===== src/rtl/lcd_timing_ctrl.sv =====
// lcd_timing_ctrl: dot/line sequencer for the LCD path.
// Counts dots and lines on the dot-rate enable, decodes the PPU mode, and
// generates the pixel strobe, LY/LYC compare and the vblank/STAT interrupts.
// Every output is a register loaded from the *next* dot/line, so mode,
// pix_ena and pix_x always agree with dot/ly in the same cycle.
`timescale 1ns/1ps

module lcd_timing_ctrl #(
  parameter int DOTS_PER_LINE = 456,
  parameter int LINES         = 154,
  parameter int VISIBLE_LINES = 144,
  parameter int OAM_DOTS      = 80,
  parameter int XFER_DOTS     = 172,
  parameter int PIX_DELAY     = 12,
  parameter int H_PIXELS      = 160
) (
  input  logic       clk,
  input  logic       reset_n,
  input  logic       ce,
  input  logic       lcd_on,
  input  logic [7:0] lyc,
  input  logic [3:0] stat_ie,
  output logic [1:0] mode,
  output logic [7:0] ly,
  output logic [8:0] dot,
  output logic       pix_ena,
  output logic [7:0] pix_x,
  output logic       lyc_match,
  output logic       irq_vblank,
  output logic       irq_stat,
  output logic       frame_start
);

  // PPU mode encodings as seen by the CPU in STAT[1:0]
  localparam logic [1:0] MODE_HBLANK = 2'b00;
  localparam logic [1:0] MODE_VBLANK = 2'b01;
  localparam logic [1:0] MODE_OAM    = 2'b10;
  localparam logic [1:0] MODE_XFER   = 2'b11;

  // Dot/line landmarks, pre-sized to the counter widths
  localparam logic [8:0] DOT_LAST      = 9'(DOTS_PER_LINE - 1);
  localparam logic [7:0] LY_LAST       = 8'(LINES - 1);
  localparam logic [7:0] LY_VBLANK     = 8'(VISIBLE_LINES);
  localparam logic [8:0] DOT_XFER      = 9'(OAM_DOTS);
  localparam logic [8:0] DOT_HBLANK    = 9'(OAM_DOTS + XFER_DOTS);
  localparam logic [8:0] DOT_PIX_FIRST = 9'(OAM_DOTS + PIX_DELAY);
  localparam logic [8:0] DOT_PIX_END   = 9'(OAM_DOTS + PIX_DELAY + H_PIXELS);

  // Sequencer state: idle while the LCD is off, run once the first dot enable arrives
  typedef enum logic {
    ST_IDLE = 1'b0,
    ST_RUN  = 1'b1
  } state_t;

  state_t r_state;
  state_t w_state_nxt;

  logic [8:0] r_dot;
  logic [7:0] r_ly;
  logic [1:0] r_mode;
  logic       r_pix_ena;
  logic [7:0] r_pix_x;
  logic       r_lyc_match;
  logic       r_irq_vblank;
  logic       r_irq_stat;
  logic       r_frame_start;
  logic       r_stat_line;

  logic [8:0] w_dot_nxt;
  logic [7:0] w_ly_nxt;
  logic [1:0] w_mode_nxt;
  logic       w_pix_nxt;
  logic [7:0] w_pix_x_nxt;
  logic       w_lyc_hit;
  logic       w_stat_nxt;
  logic       w_vbl_hit;
  logic       w_frame_hit;

  // Mode of a given position: vblank lines first, then OAM / transfer / hblank by dot
  function automatic logic [1:0] mode_decode(input logic [8:0] d, input logic [7:0] l);
    logic [1:0] m;
    if (l >= LY_VBLANK) begin
      m = MODE_VBLANK;
    end else if (d < DOT_XFER) begin
      m = MODE_OAM;
    end else if (d < DOT_HBLANK) begin
      m = MODE_XFER;
    end else begin
      m = MODE_HBLANK;
    end
    return m;
  endfunction

  // True while the position lies inside the visible pixel window of a visible line
  function automatic logic pix_window(input logic [8:0] d, input logic [7:0] l);
    return (l < LY_VBLANK) && (d >= DOT_PIX_FIRST) && (d < DOT_PIX_END);
  endfunction

  // Combined STAT request level from the enabled sources
  function automatic logic stat_level(input logic [1:0] m, input logic hit, input logic [3:0] ie);
    return (ie[0] && (m == MODE_HBLANK)) ||
           (ie[1] && (m == MODE_VBLANK)) ||
           (ie[2] && (m == MODE_OAM))    ||
           (ie[3] && hit);
  endfunction

  // Next-state logic: LCD off forces idle, any dot enable while on means running
  always_comb begin
    w_state_nxt = r_state;
    if (!lcd_on) begin
      w_state_nxt = ST_IDLE;
    end else if (ce) begin
      w_state_nxt = ST_RUN;
    end else begin
      w_state_nxt = r_state;
    end
  end

  // State register
  always_ff @(posedge clk or negedge reset_n) begin
    if (!reset_n) begin
      r_state <= ST_IDLE;
    end else begin
      r_state <= w_state_nxt;
    end
  end

  // Next dot/line position; a frame start from idle begins at line 0, dot 0
  always_comb begin
    w_dot_nxt = r_dot;
    w_ly_nxt  = r_ly;
    case (r_state)
      ST_IDLE: begin
        w_dot_nxt = 9'd0;
        w_ly_nxt  = 8'd0;
      end
      ST_RUN: begin
        if (r_dot == DOT_LAST) begin
          w_dot_nxt = 9'd0;
          if (r_ly == LY_LAST) begin
            w_ly_nxt = 8'd0;
          end else begin
            w_ly_nxt = r_ly + 8'd1;
          end
        end else begin
          w_dot_nxt = r_dot + 9'd1;
          w_ly_nxt  = r_ly;
        end
      end
      default: begin
        w_dot_nxt = 9'd0;
        w_ly_nxt  = 8'd0;
      end
    endcase
  end

  // Output decode from the next position so registered outputs line up with dot/ly
  always_comb begin
    w_mode_nxt  = mode_decode(w_dot_nxt, w_ly_nxt);
    w_pix_nxt   = pix_window(w_dot_nxt, w_ly_nxt);
    w_pix_x_nxt = 8'd0;
    if (w_pix_nxt) begin
      w_pix_x_nxt = 8'(w_dot_nxt - DOT_PIX_FIRST);
    end else begin
      w_pix_x_nxt = 8'd0;
    end
    w_lyc_hit   = (w_ly_nxt == lyc);
    w_stat_nxt  = stat_level(w_mode_nxt, w_lyc_hit, stat_ie);
    w_vbl_hit   = (w_ly_nxt == LY_VBLANK) && (w_dot_nxt == 9'd0);
    w_frame_hit = (w_ly_nxt == 8'd0) && (w_dot_nxt == 9'd0);
  end

  // Position, mode and pulse registers: cleared when off, advanced on each dot enable,
  // and pulses dropped on clocks without an enable so every strobe is one clk wide
  always_ff @(posedge clk or negedge reset_n) begin
    if (!reset_n) begin
      r_dot         <= 9'd0;
      r_ly          <= 8'd0;
      r_mode        <= MODE_HBLANK;
      r_pix_ena     <= 1'b0;
      r_pix_x       <= 8'd0;
      r_lyc_match   <= 1'b0;
      r_irq_vblank  <= 1'b0;
      r_irq_stat    <= 1'b0;
      r_frame_start <= 1'b0;
      r_stat_line   <= 1'b0;
    end else if (!lcd_on) begin
      r_dot         <= 9'd0;
      r_ly          <= 8'd0;
      r_mode        <= MODE_HBLANK;
      r_pix_ena     <= 1'b0;
      r_pix_x       <= 8'd0;
      r_lyc_match   <= 1'b0;
      r_irq_vblank  <= 1'b0;
      r_irq_stat    <= 1'b0;
      r_frame_start <= 1'b0;
      r_stat_line   <= 1'b0;
    end else if (ce) begin
      r_dot         <= w_dot_nxt;
      r_ly          <= w_ly_nxt;
      r_mode        <= w_mode_nxt;
      r_pix_ena     <= w_pix_nxt;
      r_pix_x       <= w_pix_x_nxt;
      r_lyc_match   <= w_lyc_hit;
      r_irq_vblank  <= w_vbl_hit;
      r_irq_stat    <= w_stat_nxt && !r_stat_line;
      r_frame_start <= w_frame_hit;
      r_stat_line   <= w_stat_nxt;
    end else begin
      r_pix_ena     <= 1'b0;
      r_irq_vblank  <= 1'b0;
      r_irq_stat    <= 1'b0;
      r_frame_start <= 1'b0;
    end
  end

  assign mode        = r_mode;
  assign ly          = r_ly;
  assign dot         = r_dot;
  assign pix_ena     = r_pix_ena;
  assign pix_x       = r_pix_x;
  assign lyc_match   = r_lyc_match;
  assign irq_vblank  = r_irq_vblank;
  assign irq_stat    = r_irq_stat;
  assign frame_start = r_frame_start;

endmodule


===== config.mk =====
export PLATFORM = sky130hd
export DESIGN_NAME = lcd_timing_ctrl
export DESIGN_NICKNAME = d
export VERILOG_FILES = /design/src/rtl/lcd_timing_ctrl.sv
export SDC_FILE = /design/constraint.sdc
export NUM_CORES = 1
export LEC_CHECK = 0
export ABC_AREA = 1
export BUFFER_PORTS_ARGS = -buffer_cell sky130_fd_sc_hd__buf_2
export CORE_MARGIN = 1.5
export CORE_UTILIZATION = 49
export DETAILED_ROUTE_END_ITERATION = 12
export HOLD_SLACK_MARGIN = 0.12
export PLACE_DENSITY = 0.75
export SYNTH_ARGS = -nofsm -noshare
export SYNTH_HDL_FRONTEND = slang
export SYNTH_SLANG_ARGS = --single-unit

===== constraint.sdc =====
create_clock -name clk -period 2.1 [get_ports clk]
set_clock_uncertainty 0.15 [all_clocks]
set_input_delay 0.105 -clock clk [delete_from_list [all_inputs] [get_ports clk]]
set_output_delay 0.105 -clock clk [all_outputs]
set_load 0.05 [all_outputs]

==> results.json <==
{
  "rsz0062_at_grt": "true",
  "ir_drop_mv": 0.374,
  "final_util_pct": 71.7,
  "post_route_cells_drive_above_1_share_pct": 41.8,
  "hold_viol_final": 0,
  "cellPowerDensity_mw_per_mm2": 432,
  "syn_area_mm2": 0.00241,
  "maxCapViolCount": 0,
  "cts_tree": "yes",
  "wl_per_cell_um": 13.5,
  "netlist-cell-type-count": 35,
  "arrival_ns": 2.28,
  "leakage_nw": 1.81,
  "seqPwrFrac_pct": 45.8,
  "min_period_ns": 2.21,
  "power_frac_comb_pct": 10.8,
  "vias": 2546,
  "critPathKind": "reg -> reg",
  "rows": 25,
  "grt_pass1_wl_um": 11100,
  "pin_count": 48,
  "setup_viol": 13,
  "antenna_found_initial": 0,
  "slew_violations": 0,
  "startpoint": "dot[1]$_DFFE_PN0P_",
  "die_h_um": 73.1,
  "violations": "setup timing",
  "p_int_mw": 1.11,
  "setup.worst_path.end_class": "register",
  "max-clock-path-buffers": 2,
  "clkPwrFrac_pct": 43.4,
  "cp_max_fo": 5,
  "fin_ws_ns": -0.110,
  "cp.required_ns": 2.17,
  "dieWidth_um": 73.1,
  "drc": 0,
  "drtIter0Drc": 170,
  "cts_buffers": 5,
  "crit_end": "pix_x[0]$_DFFE_PN0P_",
  "dpl_cell_area_mm2": 0.00301,
  "r2r_end": "pix_x[0]$_DFFE_PN0P_",
  "syn-num-nets": 346,
  "h-tree-depth": 2,
  "rrSetupSlack_ns": -0.11,
  "syn2layout_area_growth_pct": 40.6,
  "start_util_pct": 51.0,
  "grt_max_degree": 35,
  "globalplace.congestion": 0.965,
  "die_area_mm2": 0.00534,
  "insertedDiodeCount": 0,
  "clock_sinks": 34,
  "ys_seq_area_share_pct": 35.3,
  "layout_commonest_cell": "nand2_1",
  "synth_seq_cells": 34,
  "core_area_mm2": 0.00472,
  "fin_crit_sh_pct": 105,
  "max_freq_ghz": 0.453,
  "grt_use_total_pct": 27.1,
  "mostFrequentLayoutCells": "nand2_1, buf_2, buf_4",
  "wl_um": 6730,
  "avgSynthCellArea_um2": 7.41,
  "grt_pass1_vias": 2426,
  "tightest_slew_ns": 0.792,
  "final_area_mm2": 0.00338,
  "status": "finished with violations",
  "clk_latency_ns": 0.29,
  "postRouteAntennaNets": 0,
  "yosysWarnings": 0,
  "synthCells": 325,
  "maxSlewHeadroom_pct": 47.2,
  "grt-ovfl-total": 0,
  "clkTransAtPathRegs_ns": 0.07,
  "cp-start-kind": "register",
  "hpwl_um": 4750,
  "hold_class": "in -> reg",
  "reg2regPathDepth": 16,
  "viasPerCell": 5.11,
  "cts_root_buf": "clkbuf_8",
  "power_switching_share_pct": 24.2,
  "nNetsFinal": 451,
  "drtPass1Iterations": 4,
  "switchingPower_mw": 0.353,
  "reg2reg_from": "dot[1]$_DFFE_PN0P_",
  "io_buffers": 47
}
[per-stage QoR]
stage,TNS [ns],hold slack (ns),cells,total power [mW],worst slack [ns]
floorplan,-1.42,-0.341,325,0.758,-0.212
global placement,-0.0166,0.0763,471,0.817,-0.0166
detailed placement,-0.455,0.0869,471,0.818,-0.0799
CTS,-0.305,0.134,495,1.47,-0.0671
global route,-2.85,0.185,498,1.51,-0.274
finish,-0.958,0.140,498,1.46,-0.110
[power by group through the flow]
stage                     Clock (mW)  Combinational (mW)  Sequential (mW)
after global placement             0               0.135            0.682
after floorplan                    0              0.0608            0.697
after CTS                      0.645               0.155            0.669
final                          0.633               0.158            0.669
after global routing           0.667               0.173            0.670
after detailed placement           0               0.136            0.682
[synthesized netlist by cell type]
| library cell | count | area share, % |
|---|---|---|
| nor2_4 | 3 | 1.4 |
| nand3_1 | 29 | 6.0 |
| dlymetal6s2s_1 | 1 | 0.52 |
| a22o_2 | 1 | 0.42 |
| nand2_8 | 2 | 1.7 |
| clkinv_1 | 2 | 0.31 |
| nand2_4 | 3 | 1.4 |
| nand2_2 | 12 | 3.1 |
| nor2_1 | 26 | 4.1 |
| nor4_1 | 2 | 0.52 |
| nor3_1 | 2 | 0.42 |
| inv_1 | 39 | 6.1 |
| and2_1 | 1 | 0.26 |
| nand2_1 | 94 | 15 |
| dfrtp_1 | 34 | 35 |
| nor2_2 | 3 | 0.78 |
| clkbuf_1 | 2 | 0.31 |
| inv_4 | 1 | 0.26 |
| clkinv_2 | 1 | 0.21 |
| o2111ai_4 | 1 | 1.1 |
| nor2_8 | 2 | 1.7 |
| xnor2_1 | 2 | 0.73 |
| buf_4 | 1 | 0.31 |
| nand3_2 | 4 | 1.7 |
| inv_2 | 7 | 1.1 |
| a21oi_1 | 2 | 0.42 |
| xor2_2 | 1 | 0.68 |
| nand4_1 | 12 | 3.1 |
| xor2_1 | 4 | 1.5 |
| nand3b_1 | 1 | 0.31 |
| o21ai_0 | 7 | 1.5 |
| o21ai_2 | 5 | 1.8 |
| o22ai_1 | 12 | 3.1 |
| ha_1 | 5 | 2.6 |
| nand3_4 | 1 | 0.73 |
[routing by layer]
| metal | vias to the layer above | wire length (um) | track usage, % |
|---|---|---|---|
| li1 | 1254 | - | - |
| met1 | 1167 | 2770 | 33.1 |
| met2 | 102 | 3350 | 44.9 |
| met3 | 23 | 386 | 4.97 |
| met5 | - | 0 | 0 |
| met4 | 0 | 223 | 14.5 |
[flip-flops by register name, indices dropped and copies added (netlist names)]
name	cells
irq_stat	1
irq_vblank	1
ly	8
frame_start	1
mode	2
lyc_match	1
r_stat_line	1
pix_x	8
r_state	1
pix_ena	1
dot	9
[worst max-delay path: stages (launching register included)]
cell and delay, ns:
dfrtp_2 0.43, ha_4 0.18, nand2_4 0.10, nor2_8 0.05, nand2_8 0.08, nand2_8 0.08, inv_6 0.08, nand2_4 0.05
inv_4 0.06, ha_4 0.12, inv_4 0.04, nor2_4 0.08, nand4_1 0.14, o2111ai_4 0.16, buf_4 0.15, nand2_2 0.06
o21ai_1 0.12
[how the worst min path moves through the flow]
stage,from,to,slack [ns],depth (start not counted)
4_1_cts,lyc[0],lyc_match$_DFFE_PN0P_,0.13,7
2_1_floorplan,reset_n,dot[0]$_DFFE_PN0P_,-0.34,0
3_5_place_dp,reset_n,dot[6]$_DFFE_PN0P_,0.09,1
5_1_grt,lyc[0],lyc_match$_DFFE_PN0P_,0.18,7
3_3_place_gp,reset_n,dot[5]$_DFFE_PN0P_,0.08,1
6_report,lyc[0],lyc_match$_DFFE_PN0P_,0.14,7
[layout make-up]
class / count / area (um^2)
multi-input cells: 237 / 1450
fillers: 357 / 1340
repair buffers: 102 / 672
flip-flops and latches: 34 / 865
clock buffers: 7 / 86.3
clock inverters: 1 / 30.0
well taps: 67 / 83.8
inverters: 50 / 201
[repair_timing]
item	4_1_cts	5_1_grt
setup buffers	8	3
hold endpoints to repair	38	0
resized for setup	10	14
setup endpoints to repair	13	16
hold buffers	8	0
pin swaps	9	7
[logic make-up after synthesis]
family | count (synthesis) | synth area share, %
flops | 34 | 35.3
compound gates | 28 | 8.32
fa+ha+maj | 5 | 2.60
xor+xnor | 7 | 2.86
buf+inv | 54 | 9.10
simple gates | 197 | 41.8
No activity file was read; power rests on OpenSTA's default activity.
